### config.mk
export PLATFORM = sky130hd
export DESIGN_NAME = bbs_bit_packer
export DESIGN_NICKNAME = d
export VERILOG_FILES = /design/src/rtl/bbs_pkg.sv /design/src/rtl/bbs_vn_debias.sv /design/src/rtl/bbs_bit_packer.sv
export SDC_FILE = /design/constraint.sdc
export NUM_CORES = 1
export LEC_CHECK = 0
export CORE_MARGIN = 4
export CORE_UTILIZATION = 50
export CTS_CLUSTER_DIAMETER = 80
export DETAILED_ROUTE_END_ITERATION = 10
export GPL_TIMING_DRIVEN = 0
export PLACE_DENSITY = 0.78
export SLEW_MARGIN = 0
export SYNTH_ARGS = -nofsm -noshare
export SYNTH_HDL_FRONTEND = slang
export SYNTH_HIERARCHICAL = 1
export SYNTH_SLANG_ARGS = --single-unit
### constraint.sdc
create_clock -name clk -period 6.7 [get_ports clk]
set_clock_uncertainty 0.1 [all_clocks]
set_input_delay 1.675 -clock clk [delete_from_list [all_inputs] [get_ports clk]]
set_output_delay 1.675 -clock clk [all_outputs]
set_load 0.02 [all_outputs]
### src/rtl/bbs_pkg.sv
// Shared definitions for the BBS bit packer and related BBS blocks:
// packer state encoding, drop counter width, default data width and a
// saturating-increment helper for the drop counter.
package bbs_pkg;

  // Default width of the BBS generator state and of the packed word.
  localparam int unsigned BBS_DEFAULT_W = 16;

  // Width of the saturating drop counter.
  localparam int unsigned BBS_DROP_W = 16;

  // Packer states: FILL while the shift register collects bits, STALL while
  // a complete word waits in the shift register behind an occupied output.
  typedef enum logic {
    ST_FILL  = 1'b0,
    ST_STALL = 1'b1
  } bbs_state_e;

  // Increment that sticks at all-ones instead of wrapping.
  function automatic logic [BBS_DROP_W-1:0] bbs_sat_inc(
    input logic [BBS_DROP_W-1:0] v
  );
    return (v == '1) ? v : v + BBS_DROP_W'(1);
  endfunction

endpackage

### src/rtl/bbs_vn_debias.sv
// Von Neumann debiaser: consumes raw bits in non-overlapping pairs (a,b).
// A pair with a != b emits a; a pair with a == b emits nothing. The first
// bit of a pair waits in a pending register, which 'clear' discards.
// Output is combinational on the second bit of a pair.
module bbs_vn_debias (
  input  logic clk,
  input  logic reset,
  input  logic clear,
  input  logic in_bit,
  input  logic in_valid,
  output logic out_bit,
  output logic out_valid
);

  logic pend_q;
  logic pend_d;
  logic pend_valid_q;
  logic pend_valid_d;

  // Pair tracking and emission decision.
  always_comb begin
    pend_d       = pend_q;
    pend_valid_d = pend_valid_q;
    out_bit      = pend_q;
    out_valid    = 1'b0;
    if (clear) begin
      pend_valid_d = 1'b0;
    end else if (in_valid) begin
      if (pend_valid_q) begin
        pend_valid_d = 1'b0;
        out_valid    = (pend_q != in_bit);
      end else begin
        pend_d       = in_bit;
        pend_valid_d = 1'b1;
      end
    end
  end

  // Pending-bit registers.
  always_ff @(posedge clk or posedge reset) begin
    if (reset) begin
      pend_q       <= 1'b0;
      pend_valid_q <= 1'b0;
    end else begin
      pend_q       <= pend_d;
      pend_valid_q <= pend_valid_d;
    end
  end

endmodule

### src/rtl/bbs_bit_packer.sv
// BBS bit packer: extracts bit 0 of each non-zero BBS state sample and packs
// W bits MSB-first into an output word with a valid/ready handshake. When a
// full word cannot be handed to an occupied output register it is held in
// the shift register (STALL) and further samples are dropped and counted.
// Build option: define BBS_PACK_VN_EN to route accepted bits through a von
// Neumann debiaser (bbs_vn_debias) before packing.
module bbs_bit_packer
  import bbs_pkg::*;
#(
  parameter int unsigned W = BBS_DEFAULT_W
) (
  input  logic                  clk,
  input  logic                  reset,
  input  logic [W-1:0]          in_state,
  input  logic                  in_valid,
  output logic [W-1:0]          out_word,
  output logic                  out_valid,
  input  logic                  out_ready,
  output logic [BBS_DROP_W-1:0] drop_cnt
);

  localparam int unsigned CW = (W > 1) ? $clog2(W) : 1;

  bbs_state_e            state_q;
  bbs_state_e            state_d;
  logic [CW-1:0]         bit_cnt_q;
  logic [CW-1:0]         bit_cnt_d;
  logic [W-1:0]          shift_q;
  logic [W-1:0]          shift_d;
  logic [W-1:0]          out_word_q;
  logic [W-1:0]          out_word_d;
  logic                  out_valid_q;
  logic                  out_valid_d;
  logic [BBS_DROP_W-1:0] drop_cnt_q;
  logic [BBS_DROP_W-1:0] drop_cnt_d;

  logic                  accept;
  logic                  drop;
  logic                  fill_in;
  logic                  pack_bit;
  logic                  pack_valid;
  logic                  handshake;
  logic [W-1:0]          shift_next;

  // Sample qualification: an all-zero state is an unseeded generator and is
  // neither packed nor counted.
  always_comb begin
    accept    = in_valid && (in_state != '0);
    fill_in   = accept && (state_q == ST_FILL);
    drop      = accept && (state_q == ST_STALL);
    handshake = out_valid_q && out_ready;
  end

`ifdef BBS_PACK_VN_EN
  // Raw bits only reach the debiaser in FILL; a drop also discards any
  // half-formed pair so pairing restarts cleanly after the stall.
  bbs_vn_debias u_vn_debias (
    .clk       (clk),
    .reset     (reset),
    .clear     (drop),
    .in_bit    (in_state[0]),
    .in_valid  (fill_in),
    .out_bit   (pack_bit),
    .out_valid (pack_valid)
  );
`else
  // Direct packing of every accepted bit.
  always_comb begin
    pack_bit   = in_state[0];
    pack_valid = fill_in;
  end
`endif

  // Next-state, packing and handshake logic.
  always_comb begin
    state_d     = state_q;
    bit_cnt_d   = bit_cnt_q;
    shift_d     = shift_q;
    out_word_d  = out_word_q;
    out_valid_d = out_valid_q && !out_ready;
    drop_cnt_d  = drop_cnt_q;
    shift_next  = {shift_q[W-2:0], pack_bit};

    unique case (state_q)
      ST_FILL: begin
        if (pack_valid) begin
          if (bit_cnt_q == CW'(W - 1)) begin
            bit_cnt_d = '0;
            if (!out_valid_q || out_ready) begin
              out_word_d  = shift_next;
              out_valid_d = 1'b1;
              shift_d     = '0;
            end else begin
              shift_d = shift_next;
              state_d = ST_STALL;
            end
          end else begin
            shift_d   = shift_next;
            bit_cnt_d = bit_cnt_q + CW'(1);
          end
        end
      end

      ST_STALL: begin
        if (drop) begin
          drop_cnt_d = bbs_sat_inc(drop_cnt_q);
        end
        // The held word moves straight into the output register, so the
        // output stays valid across the release.
        if (handshake) begin
          out_word_d  = shift_q;
          out_valid_d = 1'b1;
          shift_d     = '0;
          bit_cnt_d   = '0;
          state_d     = ST_FILL;
        end
      end

      default: begin
        state_d = ST_FILL;
      end
    endcase
  end

  // State and datapath registers.
  always_ff @(posedge clk or posedge reset) begin
    if (reset) begin
      state_q     <= ST_FILL;
      bit_cnt_q   <= '0;
      shift_q     <= '0;
      out_word_q  <= '0;
      out_valid_q <= 1'b0;
      drop_cnt_q  <= '0;
    end else begin
      state_q     <= state_d;
      bit_cnt_q   <= bit_cnt_d;
      shift_q     <= shift_d;
      out_word_q  <= out_word_d;
      out_valid_q <= out_valid_d;
      drop_cnt_q  <= drop_cnt_d;
    end
  end

  assign out_word  = out_word_q;
  assign out_valid = out_valid_q;
  assign drop_cnt  = drop_cnt_q;

endmodule

==> results of run 1 <==
## routing by layer
metal	part of all wire, %	routed length (um)	vias to the layer above
met5	0	0	-
met4	1.1	70	0
met3	4.8	304	7
met2	49	3117	67
met1	45	2863	1096
li1	-	-	1091
## power by group through the flow
stage	Combinational, uW	Clock [uW]	Sequential, uW
global placement	410	0	531
global route	460	238	550
floorplan	195	0	584
detailed placement	423	0	535
CTS	426	227	532
finish	420	221	535
## area by class of cell
type                    count  share of cell area, %
multi-input cells         183                  35.13
flip-flops and latches     54                  39.44
inverters                   2                 0.2191
plain buffers              21                  3.433
clock inverters             1                 0.8766
repair buffers             54                  15.92
clock buffers               6                  2.411
well taps                  70                  2.557
## path summary, 6_finish.rpt
kind / start / endpoint / slack (ns)
setup / recovery: in_state[0] / out_word[5] / 2.92
hold / removal: drop_cnt[11] / drop_cnt[11] / 0.40
setup reg to reg: drop_cnt[0] / drop_cnt[8] / 4.18
hold reg to reg: drop_cnt[11] / drop_cnt[11] / 0.40
max in group asynchronous: reset / bit_cnt_q[2] / 4.42
min in group asynchronous: reset / out_word[12] / 1.55
## metrics by stage
stage	total power, uW	hold WS (ns)	cell area [um2]
4_1_cts	1185	0.4016	3421
3_5_place_dp	958.8	0.3870	3308
3_3_place_gp	941.2	0.3815	3288
5_1_grt	1247	0.4178	3426
6_report	1176	0.3975	3426
2_1_floorplan	779.2	0.3541	2680
## synthesized netlist by cell type
library cell and count:
a21oi_1 7, a21oi_2 11, a311oi_1 1, a31o_2 1, a31oi_1 2, a32o_1 1, a41oi_1 1, and3_1 3
and4_1 1, buf_2 6, buf_4 2, buf_6 3, clkbuf_1 9, clkbuf_2 1, dfrtp_1 54, ha_1 2
inv_1 2, mux2_1 1, mux2i_1 1, nand2_1 27, nand2b_1 1, nand3_1 40, nand3_2 1, nand4_1 9
nor2_1 16, nor2b_1 1, nor3_1 3, nor4_1 9, nor4b_1 2, o2111ai_4 1, o31ai_1 1, o32ai_1 16
o41a_1 2, o41ai_4 2, or4_1 5, xnor2_1 6, xor2_1 9
## cell families after synthesis
group / after synthesis / synth area share, %
simple gates: 118 / 22.18
flops: 54 / 50.42
compound gates: 46 / 16.11
buf+inv: 23 / 4.668
xor+xnor: 15 / 4.902
mux: 2 / 0.7936
fa+ha+maj: 2 / 0.9336
## registers in the layout, summed over array words and instances, names as in the netlist
name,count
state_q,1
out_word,16
bit_cnt_q,4
shift_q,16
drop_cnt,16
out_valid,1
==> impl_results.md, run 1 <==
* CP max stage cell: o41ai_4
* M1 GR Usage at 26.45%
* Top post-synthesis cells by area: dfrtp_1 50%, nand3_1 7.5%, o32ai_1 5.2%
* Dpl cells at 383
* Cells along the critical path: clkdlybuf4s50_1, or4_1, clkbuf_2, o41ai_4, buf_6, o32ai_1, a21oi_2
* Met3 Resource Use GR at 4.435%
* Initial antenna violation count at 0
* Number of cells on the worst reg-to-reg path at 6
* Total Routing Usage GR at 20.20%
* Worst-Skew Late Latency at 0.30 ns
* H-Tree Depth at 2
* RSZ-0062 raised after global routing: no
* Setup Viol. Count Final at 0
* Sequential power share at 45.5%
* Sw frac at 35.42%
* Number of I/O port buffers at 52
* Post-CTS sizing at 0
* Setup ws final at 2.917 ns
* Synthesis-to-layout area growth at 27.82%
* Crit Path Class: in -> reg
* Status: finished clean
* Initial Util at 52.14%
* CTS tree: done
* Synthesis-stage register bit count at 54
* Synthesized net count at 282
* CTS buffer count at 5
* Max_cap viols at 0
* Hpwl dp at 4579 um
* Sw power at 416.6 uW
* CP Launch Type: primary input
* P_leak at 0.001457 uW
* Share of the synthesized area in the top cell type at 50.42%
* Vias in the first global route at 2188
* Worst Hold Class: reg -> reg
* Antenna Nets Post-Route at 0
* Power share of the clock group at 18.8%
* Worst vdd ir at 0.0002713 V
* Hold-fix buffers at CTS at 0
* Combinational Power Share at 35.7%
* Most common cell after layout, fill and taps aside: dfrtp_1
* Layout Nets at 343
* F_max at 264.4 MHz
* Data arrival time of the worst path at 3.92 ns
* CP delay by family, top: buffers and inverters
* Setup TNS Final at 0 ns
* Endpoints failing hold at 0
* CP max stage delay at 0.60 ns
* Syn avg cell area at 10.31 um2
* DR vias/cell at 5.783
* Antenna cells at 0
* Most frequent cells in the layout: 54 x dfrtp_1, 52 x clkdlybuf4s50_1, 40 x nand3_1, 27 x nand2_1
* Deepest clock path buffer count at 2
* Clock-pin slew on the worst setup and hold paths at 0.09 ns
* Mapped Area at 2680 um2
* Hold Path Depth at 1
* Die span in x at 81.21 um
* Share of cells above drive strength 1 at 11.84%
* Worst EP required at 6.84 ns
* Post-layout minimum cycle time at 3.783 ns
* Die area at 6595 um2
* Footprint of the multi-input gates at 1204 um2
* Vias at 2261
* Post-route insts no fill at 391
* Die Ht at 81.21 um
* Largest net degree at the start of global routing at 40
* Internal power at 759.5 uW
* GP Congestion at 0.8594
* Crit path buffers/inverters at 3
* Synth area leader: dfrtp_1
* Pre-CTS setup slack at 2.598 ns
* Number of core rows at 26
* Pwr Density at 343.3 nW/um2
* Crit-path max FO at 10
* Final core utilization at 66.65%
* Post-DR wirelength/cell at 16.25 um
* Register area share after synthesis at 50.42%
* WP depth at 7
* Post-CTS Setup Repair Bufs at 0
* Drt first pass iters at 4
* I/O pin total at 53
* Cells after Synth at 260
* Synth unique cells at 37
* Synthesis Warnings at 6
* Overflow after GRT at 0
* Headroom to the max-slew limit at 38.39%
* Reg area at 1351 um2
* First-pass GRT wire length at 10330 um
* Final wirelength at 6355 um
* Slew @ Worst Pin at 0.9158 ns
* Met2 Resource Use GR at 33.58%
* GRT Max-Usage Layer: met2
* Starting DRC count in detailed routing at 121
* Fill count at 430
* DRC viols at 0
* Slew Viols, Final at 0
* Core Region at 5140 um2
* Post-route clock period utilization at 56.46%
* Root Buffer: clkbuf_8
* Critical Path Sink Type: flop
* Clock Sinks at 54
Power figures use the tool's default switching activity.
==> inputs of run 2 (changes only) <==
==> constraint.sdc (replaced) <==
create_clock -name clk -period 3.8 [get_ports clk]
set_clock_uncertainty 0.1 [all_clocks]
set_input_delay 0.95 -clock clk [delete_from_list [all_inputs] [get_ports clk]]
set_output_delay 0.95 -clock clk [all_outputs]
set_load 0.02 [all_outputs]
==> results of run 2 <==
Same layout as run 1 (identical final DEF). Status: finished clean.
Among the figures that moved: setup slack after placement 2.598 ns -> 0.4228 ns; setup slack after layout 2.917 ns -> 0.7423 ns; register-to-register setup slack 4.18 ns -> 1.28 ns; total power 1176 uW -> 2074 uW; worst IR drop on VDD 0.0002713 V -> 0.0004783 V
